<file path="config.mk">
export PLATFORM = sky130hd
export DESIGN_NAME = gen_m_seq_ctrl
export DESIGN_NICKNAME = d
export VERILOG_FILES = /design/src/rtl/gen_m_pkg.sv /design/src/rtl/gen_m_prog_ram.sv /design/src/rtl/gen_m_seq_ctrl.sv
export SDC_FILE = /design/constraint.sdc
export NUM_CORES = 1
export LEC_CHECK = 0
export BUFFER_PORTS_ARGS = -buffer_cell sky130_fd_sc_hd__clkbuf_2
export CAP_MARGIN = 25
export CORE_MARGIN = 5
export CORE_UTILIZATION = 60
export DETAILED_ROUTE_END_ITERATION = 6
export GPL_TIMING_DRIVEN = 0
export PLACE_DENSITY = 0.83
export SKIP_CTS_REPAIR_TIMING = 1
export SLEW_MARGIN = 20
export SYNTH_ARGS = -nofsm -noshare
export SYNTH_HDL_FRONTEND = slang
export SYNTH_HIERARCHICAL = 1
export SYNTH_SLANG_ARGS = --single-unit
</file>
<file path="constraint.sdc">
create_clock -name clk -period 3.72 [get_ports clk]
set_clock_uncertainty 0.2 [all_clocks]
set_input_delay 0.744 -clock clk [delete_from_list [all_inputs] [get_ports clk]]
set_output_delay 0.744 -clock clk [all_outputs]
set_load 0.05 [all_outputs]
</file>
<file path="src/rtl/gen_m_pkg.sv">
// gen_m_pkg
// Shared constants and types for the Gen_M step sequencer.
//   XW      : width of the Gen_M x setting
//   DW      : dwell counter width, counted in ce5ms ticks
//   N_ENTRY : depth of the step table (power of two)
//   entry_t : one table entry {x, dwell}
//   state_t : sequencer FSM states
package gen_m_pkg;

  localparam int XW      = 11;
  localparam int DW      = 8;
  localparam int N_ENTRY = 8;

  typedef struct packed {
    logic [XW-1:0] x;
    logic [DW-1:0] dwell;
  } entry_t;

  typedef enum logic [0:0] {
    ST_IDLE = 1'b0,
    ST_RUN  = 1'b1
  } state_t;

endpackage

</file>
<file path="src/rtl/gen_m_prog_ram.sv">
// gen_m_prog_ram
// Step table storage: N_ENTRY words, one synchronous write port and one
// combinational read port. Contents are not reset.
//   clk     : system clock
//   wr_en   : write strobe
//   wr_addr : write address
//   wr_data : packed {x, dwell} word to store
//   rd_addr : read address
//   rd_data : packed {x, dwell} word at rd_addr
module gen_m_prog_ram #(
  parameter int N_ENTRY = 8,
  parameter int WW      = 19
) (
  input  logic                       clk,
  input  logic                       wr_en,
  input  logic [$clog2(N_ENTRY)-1:0] wr_addr,
  input  logic [WW-1:0]              wr_data,
  input  logic [$clog2(N_ENTRY)-1:0] rd_addr,
  output logic [WW-1:0]              rd_data
);

  logic [WW-1:0] r_mem [N_ENTRY];

  always_ff @(posedge clk) begin
    if (wr_en) begin
      r_mem[wr_addr] <= wr_data;
    end
  end

  // Combinational read: a load on the same edge as a write to that address
  // captures the word as it was before the edge.
  assign rd_data = r_mem[rd_addr];

endmodule

</file>
<file path="src/rtl/gen_m_seq_ctrl.sv">
// gen_m_seq_ctrl
// Steps the Gen_M x setting through a programmed table of (x, dwell)
// entries, holding each for dwell ce5ms ticks (0 means 2^DW), optionally
// looping back to entry 0 after the last active entry.
//   clk, rst_n : system clock, asynchronous active-low reset
//   ce5ms      : 5 ms tick strobe shared with Gen_M
//   wr_*       : table write port (usable in any state)
//   len, loop  : active entry count and loop flag, latched on start
//   start/stop : start request (IDLE only), abort request (highest priority)
//   x, gen_en  : drive Gen_M
//   busy, idx  : running flag and current entry index
//   done       : one-clk pulse on normal completion
module gen_m_seq_ctrl #(
  parameter int N_ENTRY = gen_m_pkg::N_ENTRY,
  parameter int XW      = gen_m_pkg::XW,
  parameter int DW      = gen_m_pkg::DW
) (
  input  logic                     clk,
  input  logic                     rst_n,
  input  logic                     ce5ms,
  input  logic                     wr_en,
  input  logic [$clog2(N_ENTRY)-1:0] wr_addr,
  input  logic [XW-1:0]            wr_x,
  input  logic [DW-1:0]            wr_dwell,
  input  logic [$clog2(N_ENTRY):0] len,
  input  logic                     loop,
  input  logic                     start,
  input  logic                     stop,
  output logic [XW-1:0]            x,
  output logic                     gen_en,
  output logic                     busy,
  output logic [$clog2(N_ENTRY)-1:0] idx,
  output logic                     done
);

  import gen_m_pkg::*;

  localparam int AW = $clog2(N_ENTRY);
  localparam int LW = AW + 1;
  localparam int WW = XW + DW;

  state_t        r_state;
  state_t        w_state_next;
  logic [XW-1:0] r_x;
  logic [XW-1:0] w_x_next;
  logic [AW-1:0] r_idx;
  logic [AW-1:0] w_idx_next;
  logic [DW-1:0] r_cnt;
  logic [DW-1:0] w_cnt_next;
  logic [LW-1:0] r_len;
  logic [LW-1:0] w_len_next;
  logic          r_loop;
  logic          w_loop_next;
  logic          r_done;
  logic          w_done_next;

  logic [AW-1:0] w_rd_addr;
  logic [WW-1:0] w_rd_data;
  logic [XW-1:0] w_rd_x;
  logic [DW-1:0] w_rd_dwell;
  logic          w_len_ok;
  logic          w_last;

  gen_m_prog_ram #(
    .N_ENTRY (N_ENTRY),
    .WW      (WW)
  ) u_ram (
    .clk     (clk),
    .wr_en   (wr_en),
    .wr_addr (wr_addr),
    .wr_data ({wr_x, wr_dwell}),
    .rd_addr (w_rd_addr),
    .rd_data (w_rd_data)
  );

  assign w_rd_x     = w_rd_data[WW-1:DW];
  assign w_rd_dwell = w_rd_data[DW-1:0];

  assign w_len_ok = (len != '0) && (len <= LW'(N_ENTRY));
  assign w_last   = ({1'b0, r_idx} == (r_len - LW'(1)));

  // The read port always points at the entry that would be loaded next:
  // entry 0 from IDLE or after the last entry, otherwise idx+1.
  assign w_rd_addr = ((r_state == ST_RUN) && !w_last) ? (r_idx + AW'(1)) : '0;

  always_ff @(posedge clk or negedge rst_n) begin
    if (!rst_n) begin
      r_state <= ST_IDLE;
      r_x     <= '0;
      r_idx   <= '0;
      r_cnt   <= '0;
      r_len   <= '0;
      r_loop  <= 1'b0;
      r_done  <= 1'b0;
    end else begin
      r_state <= w_state_next;
      r_x     <= w_x_next;
      r_idx   <= w_idx_next;
      r_cnt   <= w_cnt_next;
      r_len   <= w_len_next;
      r_loop  <= w_loop_next;
      r_done  <= w_done_next;
    end
  end

  always_comb begin
    w_state_next = r_state;
    w_x_next     = r_x;
    w_idx_next   = r_idx;
    w_cnt_next   = r_cnt;
    w_len_next   = r_len;
    w_loop_next  = r_loop;
    w_done_next  = 1'b0;

    case (r_state)
      ST_IDLE: begin
        if (!stop && start && w_len_ok) begin
          w_len_next   = len;
          w_loop_next  = loop;
          w_x_next     = w_rd_x;
          w_cnt_next   = w_rd_dwell;
          w_idx_next   = '0;
          w_state_next = ST_RUN;
        end
      end
      ST_RUN: begin
        if (stop) begin
          w_state_next = ST_IDLE;
        end else if (ce5ms) begin
          if (r_cnt != DW'(1)) begin
            // A zero dwell wraps here, giving 2^DW ticks in total.
            w_cnt_next = r_cnt - DW'(1);
          end else if (!w_last || r_loop) begin
            w_x_next   = w_rd_x;
            w_cnt_next = w_rd_dwell;
            w_idx_next = w_rd_addr;
          end else begin
            w_state_next = ST_IDLE;
            w_done_next  = 1'b1;
          end
        end
      end
      default: begin
        w_state_next = ST_IDLE;
      end
    endcase
  end

  assign x      = r_x;
  assign idx    = r_idx;
  assign done   = r_done;
  assign busy   = (r_state == ST_RUN);
  assign gen_en = (r_state == ST_RUN);

endmodule
</file>
==> summary.md, run 1 <==
| Metric | Value |
|---|---|
| Status | finished, final reports clean |
| Final hold violation count | 0 |
| Grt met1 use | 28.3% |
| Met3 Use GR | 4.60% |
| Top-level I/O count | 50 |
| Die X | 122 um |
| Final Cell Area | 8720 um^2 |
| Reg2reg start | r_len[0] |
| Post-DRT Antenna Nets | 0 |
| Mapped Cells | 389 |
| Total track usage | 22.2% |
| Syn nets | 426 |
| Nets | 498 |
| Initial antenna violation count | 0 |
| Num rows | 41 |
| Worst path slowest cell | mux4_2 |
| Crit. End Element | flop |
| Share of Yosys cell area claimed by the top area cell type | 60.6% |
| HP Class | in2async |
| DRC | 0 |
| RSZ-0062 raised after global routing | false |
| Synth area leader | edfxtp_1 |
| CP bufs+invs | 2 |
| Final Cycle Share | 95.7% |
| Htree depth | 4 |
| Crit Path Category | reg2reg |
| Final GP Congestion | 0.891 |
| Pin count of the biggest net entering global routing | 30 |
| Initial DRC Count | 307 |
| Post-synth EDFFs | 152 |
| PortBufs | 49 |
| Via density | 6.09 |
| Most frequent cells in the layout | 152 x edfxtp_1, 50 x clkbuf_2, 29 x dfrtp_1, 29 x mux4_2 |
| Syn Std Cell Area | 7530 um^2 |
| Antenna Cells | 0 |
| Setup violators final | 0 |
| Post-DP HPWL | 9.39 mm |
| CP max FO | 10 |
| Crit-path cells | or3_1 > o211a_1 > and2_1 > nor3_2 > buf_6 > buf_12 > mux4_2 > mux2_4 > nand2_1 > o21ai_0 > mux2_1 |
| Clock sinks | 181 |
| Leakage | 3.12 nW |
| Core ar. | 12500 um^2 |
| Fillers | 749 |
| Seq/Total Area, Yosys | 70.2% |
| Total CTS buffers | 17 |
| Via count | 3932 |
| Slew Viols, Final | 0 |
| Pwr Density | 579 nW/um^2 |
| Total gr overflow | 0 |
| Max-Cap Viols | 0 |
| Minimum hold slack | 0.205 ns |
| Clock Latency Late Sink | 0.43 ns |
| Min cycle time layout | 3.56 ns |
| Final wirelength | 15.1 mm |
| Final setup TNS | 0 ns |
| Vias in the first global route | 4195 |
| Clock Path Buffers | 2 |
| Area after DPL | 8090 um^2 |
| Root buf cell | clkbuf_16 |
| WP data arrival | 3.66 ns |
| Placed Instances | 614 |
| Commonest non-fill, non-tap cell in the layout | edfxtp_1 |
| Reg2reg path depth | 11 |
| Seq cells post-synth | 181 |
| Fmax | 281 MHz |
| Slew at the pin with the worst max-slew slack | 0.830 ns |
| Non-Filler Instances | 646 |
| Die area | 14900 um^2 |
| First-pass GRT wire length | 23.7 mm |
| Largest cells by area after synthesis | edfxtp_1 61%, dfrtp_1 9.6%, mux4_2 8.7%, mux2_4 3.6%, mux4_1 3.1% |
| Reg2reg end | r_cnt[1] |
| VDD IR max | 0.435 mV |
| Number of distinct library cells after synthesis | 57 |
| Area Growth Syn to Fin | 15.7% |
| WL per Instance | 23.3 um |
| Global routing's busiest layer | met2 |
| Share of cells above drive strength 1 | 36.1% |
| Worst-path clk slew | 0.07 ns |
| Reg2reg setup slack | 0.16 ns |
| WP data required | 3.83 ns |
| DRT Pass-1 Iters | 5 |
| Initial Utilization | 60.4% |
| Crit path launch type | flop |
| Synth Warn # | 6 |
| Top Family by Delay on Critical Path | multiplexers |
| Die Y | 122 um |
| CTS tree | built |
| Met2 GRT Util | 38.1% |
| Post-synth ARST share | 16.0% |
| Synth Flop Type | edfxtp_1 |
| Syn avg cell area | 19.4 um^2 |
| Slew Limit Headroom | 44.6% |
| Delay of the slowest critical-path stage | 0.52 ns |
[power breakdown]
part | leakage [nW] | switching [mW] | internal, mW
Clock | 0.303 | 0.751 | 1.13
Combinational | 1.08 | 0.444 | 0.288
Sequential | 1.74 | 0.0919 | 2.34
Total | 3.12 | 1.29 | 3.76
[sequential cells by signal (all words and copies together), names as in the netlist]
| register | cells |
|---|---|
| idx | 3 |
| u_ram/r_mem | 152 |
| busy | 1 |
| r_loop | 1 |
| r_len | 4 |
| done | 1 |
| x | 11 |
| r_cnt | 8 |
[area by class of cell]
cell class	count	area (um^2)	area share, %
Sequential cell	181	5290	60.7
Multi-Input combinational cell	185	2150	24.7
Clock buffer	18	429	4.92
Timing Repair Buffer	53	283	3.24
Tap cell	172	215	2.47
Clock inverter	14	198	2.27
Buffer	16	124	1.42
Inverter	7	26.3	0.301
[cells in the mapped netlist, types with 3 or more instances]
cell	n
mux4_1	9
nor2_1	13
mux2_2	6
a21oi_1	7
edfxtp_1	152
buf_2	9
inv_1	7
or3_1	3
xor2_1	3
mux2_1	8
nor3_1	7
o21ai_0	6
dfrtp_1	29
mux2_4	18
mux4_2	29
nand2b_1	6
o22ai_1	3
nand2_1	18
nand3_1	4
ha_1	4
[cell families after synthesis]
family          synth area share [%]
compound gates                  4.00
xor+xnor                       0.664
fa+ha+maj                      0.664
buf+inv                         1.99
flops                           70.2
mux                             17.5
simple gates                    4.98
[stage by stage]
stage | util, % | worst slack (ns) | power [mW]
6_report | 69.9 | 0.161 | 5.05
5_1_grt | 69.9 | 0.0455 | 5.24
3_3_place_gp | 64.1 | -0.426 | 3.15
2_1_floorplan | - | 0.329 | 2.99
4_1_cts | 69.9 | 0.0511 | 5.08
3_5_place_dp | 64.9 | 0.148 | 3.20
[layer usage]
| metal | up-vias | wire [um] | part of all wire (%) |
|---|---|---|---|
| met5 | - | 0 | 0 |
| met4 | 0 | 271 | 1.8 |
| met3 | 24 | 858 | 5.7 |
| met2 | 126 | 8020 | 53 |
| met1 | 2056 | 5930 | 39 |
| li1 | 1726 | - | - |
[how the worst max path moves through the flow]
| stage | start | endpoint | cells past startpoint |
|---|---|---|---|
| 2_1_floorplan | idx[2] | r_cnt[1] | 11 |
| 5_1_grt | r_len[1] | r_cnt[1] | 11 |
| 3_3_place_gp | wr_addr[2] | u_ram/r_mem[0][11] | 3 |
| 3_5_place_dp | r_len[0] | r_cnt[1] | 11 |
| 6_report | r_len[0] | r_cnt[1] | 11 |
| 4_1_cts | r_len[0] | r_cnt[1] | 11 |
[worst register-to-register path: stages (launching register included)]
cell and delay (ns):
dfrtp_1 0.40, or3_1 0.41, o211a_1 0.32, and2_1 0.20, nor3_2 0.23, buf_6 0.25
buf_12 0.19, mux4_2 0.52, mux2_4 0.28, nand2_1 0.06, o21ai_0 0.08, mux2_1 0.29
(Power assumes the default switching activity.)
==> run 2: changes to the inputs <==
Settings changed: CTS_BUF_LIST set to sky130_fd_sc_hd__clkbuf_8.
==> run 2 against run 1 <==
Sequential power barely moved. Count of clock-buffer cells in the layout fell by 1. Maximum frequency rose by 1.8%. Critical endpoint unchanged.
==> summary.md, run 2 (synthesis results as in run 1) <==
| Metric | Value |
|---|---|
| CTS tree | built (unchanged) |
| HP Class | in2async (unchanged) |
| Pin count of the biggest net entering global routing | 30 (unchanged) |
| Slew Viols, Final | 0 (unchanged) |
| Die X | 122 um (unchanged) |
| First-pass GRT wire length | 22.7 mm (was 23.7 mm) |
| Vias in the first global route | 4117 (was 4195) |
| Antenna Cells | 0 (unchanged) |
| Met2 GRT Util | 35.6% (was 38.1%) |
| Final hold violation count | 0 (unchanged) |
| PortBufs | 49 (unchanged) |
| Grt met1 use | 27.8% (was 28.3%) |
| Most frequent cells in the layout | 152 x edfxtp_1, 50 x clkbuf_2, 29 x dfrtp_1, 29 x mux4_2 (unchanged) |
| Largest register FFs | 152 (unchanged) |
| Crit. End Element | flop (unchanged) |
| WP data arrival | 3.63 ns (was 3.66 ns) |
| Area Growth Syn to Fin | 13.2% (was 15.7%) |
| Setup violators final | 0 (unchanged) |
| Total CTS buffers | 17 (unchanged) |
| Core ar. | 12500 um^2 (unchanged) |
| Fillers | 774 (was 749) |
| Num rows | 41 (unchanged) |
| Global routing's busiest layer | met2 (unchanged) |
| Met3 Use GR | 3.85% (was 4.60%) |
| Top-level I/O count | 50 (unchanged) |
| Final GP Congestion | 0.891 (unchanged) |
| Total power | 4.57 mW (was 5.05 mW) |
| Worst path slowest cell | mux4_2 (unchanged) |
| Htree depth | 4 (unchanged) |
| Slew at the pin with the worst max-slew slack | 0.817 ns (was 0.830 ns) |
| Post-DP HPWL | 9.39 mm (unchanged) |
| CP bufs+invs | 2 (unchanged) |
| Placed Instances | 614 (unchanged) |
| Status | finished, final reports clean (unchanged) |
| Die area | 14900 um^2 (unchanged) |
| Commonest non-fill, non-tap cell in the layout | edfxtp_1 (unchanged) |
| Crit Path Category | reg2reg (unchanged) |
| Delay of the slowest critical-path stage | 0.52 ns (about the same) |
| Slew Limit Headroom | 45.5% (was 44.6%) |
| Crit-path cells | or3_1 > o211a_1 > and2_1 > nor3_2 > buf_6 > buf_12 > mux4_2 > mux2_4 > nand2_1 > o21ai_0 > mux2_1 (unchanged) |
| Clock Path Buffers | 2 (unchanged) |
| Via density | 5.96 (was 6.09) |
| Share of cells above drive strength 1 | 36.1% (unchanged) |
| Clock Latency Late Sink | 0.45 ns (was 0.43 ns) |
| Nets | 498 (unchanged) |
| Worst setup margin | 0.224 ns (was 0.161 ns) |
| Die Y | 122 um (unchanged) |
| Pwr Density | 536 nW/um^2 (was 579 nW/um^2) |
| Crit path launch type | flop (unchanged) |
| RSZ-0062 raised after global routing | false (unchanged) |
| Min cycle time layout | 3.50 ns (was 3.56 ns) |
| VDD IR max | 0.318 mV (was 0.435 mV) |
| WP data required | 3.85 ns (was 3.83 ns) |
| DRC | 0 (unchanged) |
| CP max FO | 10 (unchanged) |
| Max-Cap Viols | 0 (unchanged) |
| Dpl ws | 0.148 ns (unchanged) |
| Leakage | 3.03 nW (was 3.12 nW) |
| Worst-path clk slew | 0.09 ns (was 0.07 ns) |
| Initial antenna violation count | 0 (unchanged) |
| Top Family by Delay on Critical Path | multiplexers (unchanged) |
| Initial Utilization | 60.4% (unchanged) |
| Final Cycle Share | 94.0% (was 95.7%) |
| Fmax | 286 MHz (was 281 MHz) |
| Non-Filler Instances | 646 (unchanged) |
| Total track usage | 21.1% (was 22.2%) |
| Final wirelength | 14.4 mm (was 15.1 mm) |
| Total gr overflow | 0 (unchanged) |
| Initial DRC Count | 255 (was 307) |
| Post-DRT Antenna Nets | 0 (unchanged) |
| Clock sinks | 181 (unchanged) |
| Via count | 3848 (was 3932) |
| DRT Pass-1 Iters | 4 (was 5) |
| Root buf cell | clkbuf_8 (was clkbuf_16) |
| Final core occ | 68.4% (was 69.9%) |
| Largest Register | u_ram/r_mem (unchanged) |
| WL per Instance | 22.4 um (was 23.3 um) |
run 2: per-layer routing:
layer | share of wire [%] | routed length (um) | up-vias
met4 | 1.5 | 215 | 0
li1 | - | - | 1716
met2 | 53 | 7640 | 116
met5 | 0 | 0 | -
met3 | 4.9 | 709 | 15
met1 | 41 | 5880 | 2001
run 2: power by group:
part	internal (mW)	switching [mW]	leakage, nW
clock	0.737	0.680	0.220
combinational	0.289	0.438	1.08
sequential	2.34	0.0909	1.74
total	3.36	1.21	3.03
run 2: metrics by stage:
| stage | hold slack [ns] | TNS (ns) | instance area (um^2) |
|---|---|---|---|
| finish | 0.174 | 0 | 8530 |
| CTS | 0.189 | 0 | 8520 |
| detailed placement | 0.281 | 0 | 8090 |
| floorplan | 0.248 | 0 | 7530 |
| global placement | 0.277 | -14.61 | 8000 |
| global route | 0.218 | 0 | 8530 |
run 2: final timing paths:
path / from / end / slack, ns / cells after the start
max: r_len[0] / r_cnt[1] / 0.22 / 11
min: rst_n / r_len[3] / 0.17 / 1
max reg2reg: r_len[0] / r_cnt[1] / 0.22 / 11
min reg2reg: x[8] / x[8] / 0.30 / 1
max in group asynchronous: rst_n / r_cnt[4] / 2.63 / 1
min in group clk: loop / r_loop / 0.30 / 3
run 2: cell type report:
cell class | count | area, um^2 | area share, %
clock inverters | 15 | 201 | 2.36
flip-flops and latches | 181 | 5290 | 62.0
repair buffers | 53 | 283 | 3.32
well taps | 172 | 215 | 2.52
clock buffers | 17 | 234 | 2.74
inverters | 7 | 26.3 | 0.308
multi-input cells | 185 | 2150 | 25.3
plain buffers | 16 | 124 | 1.45
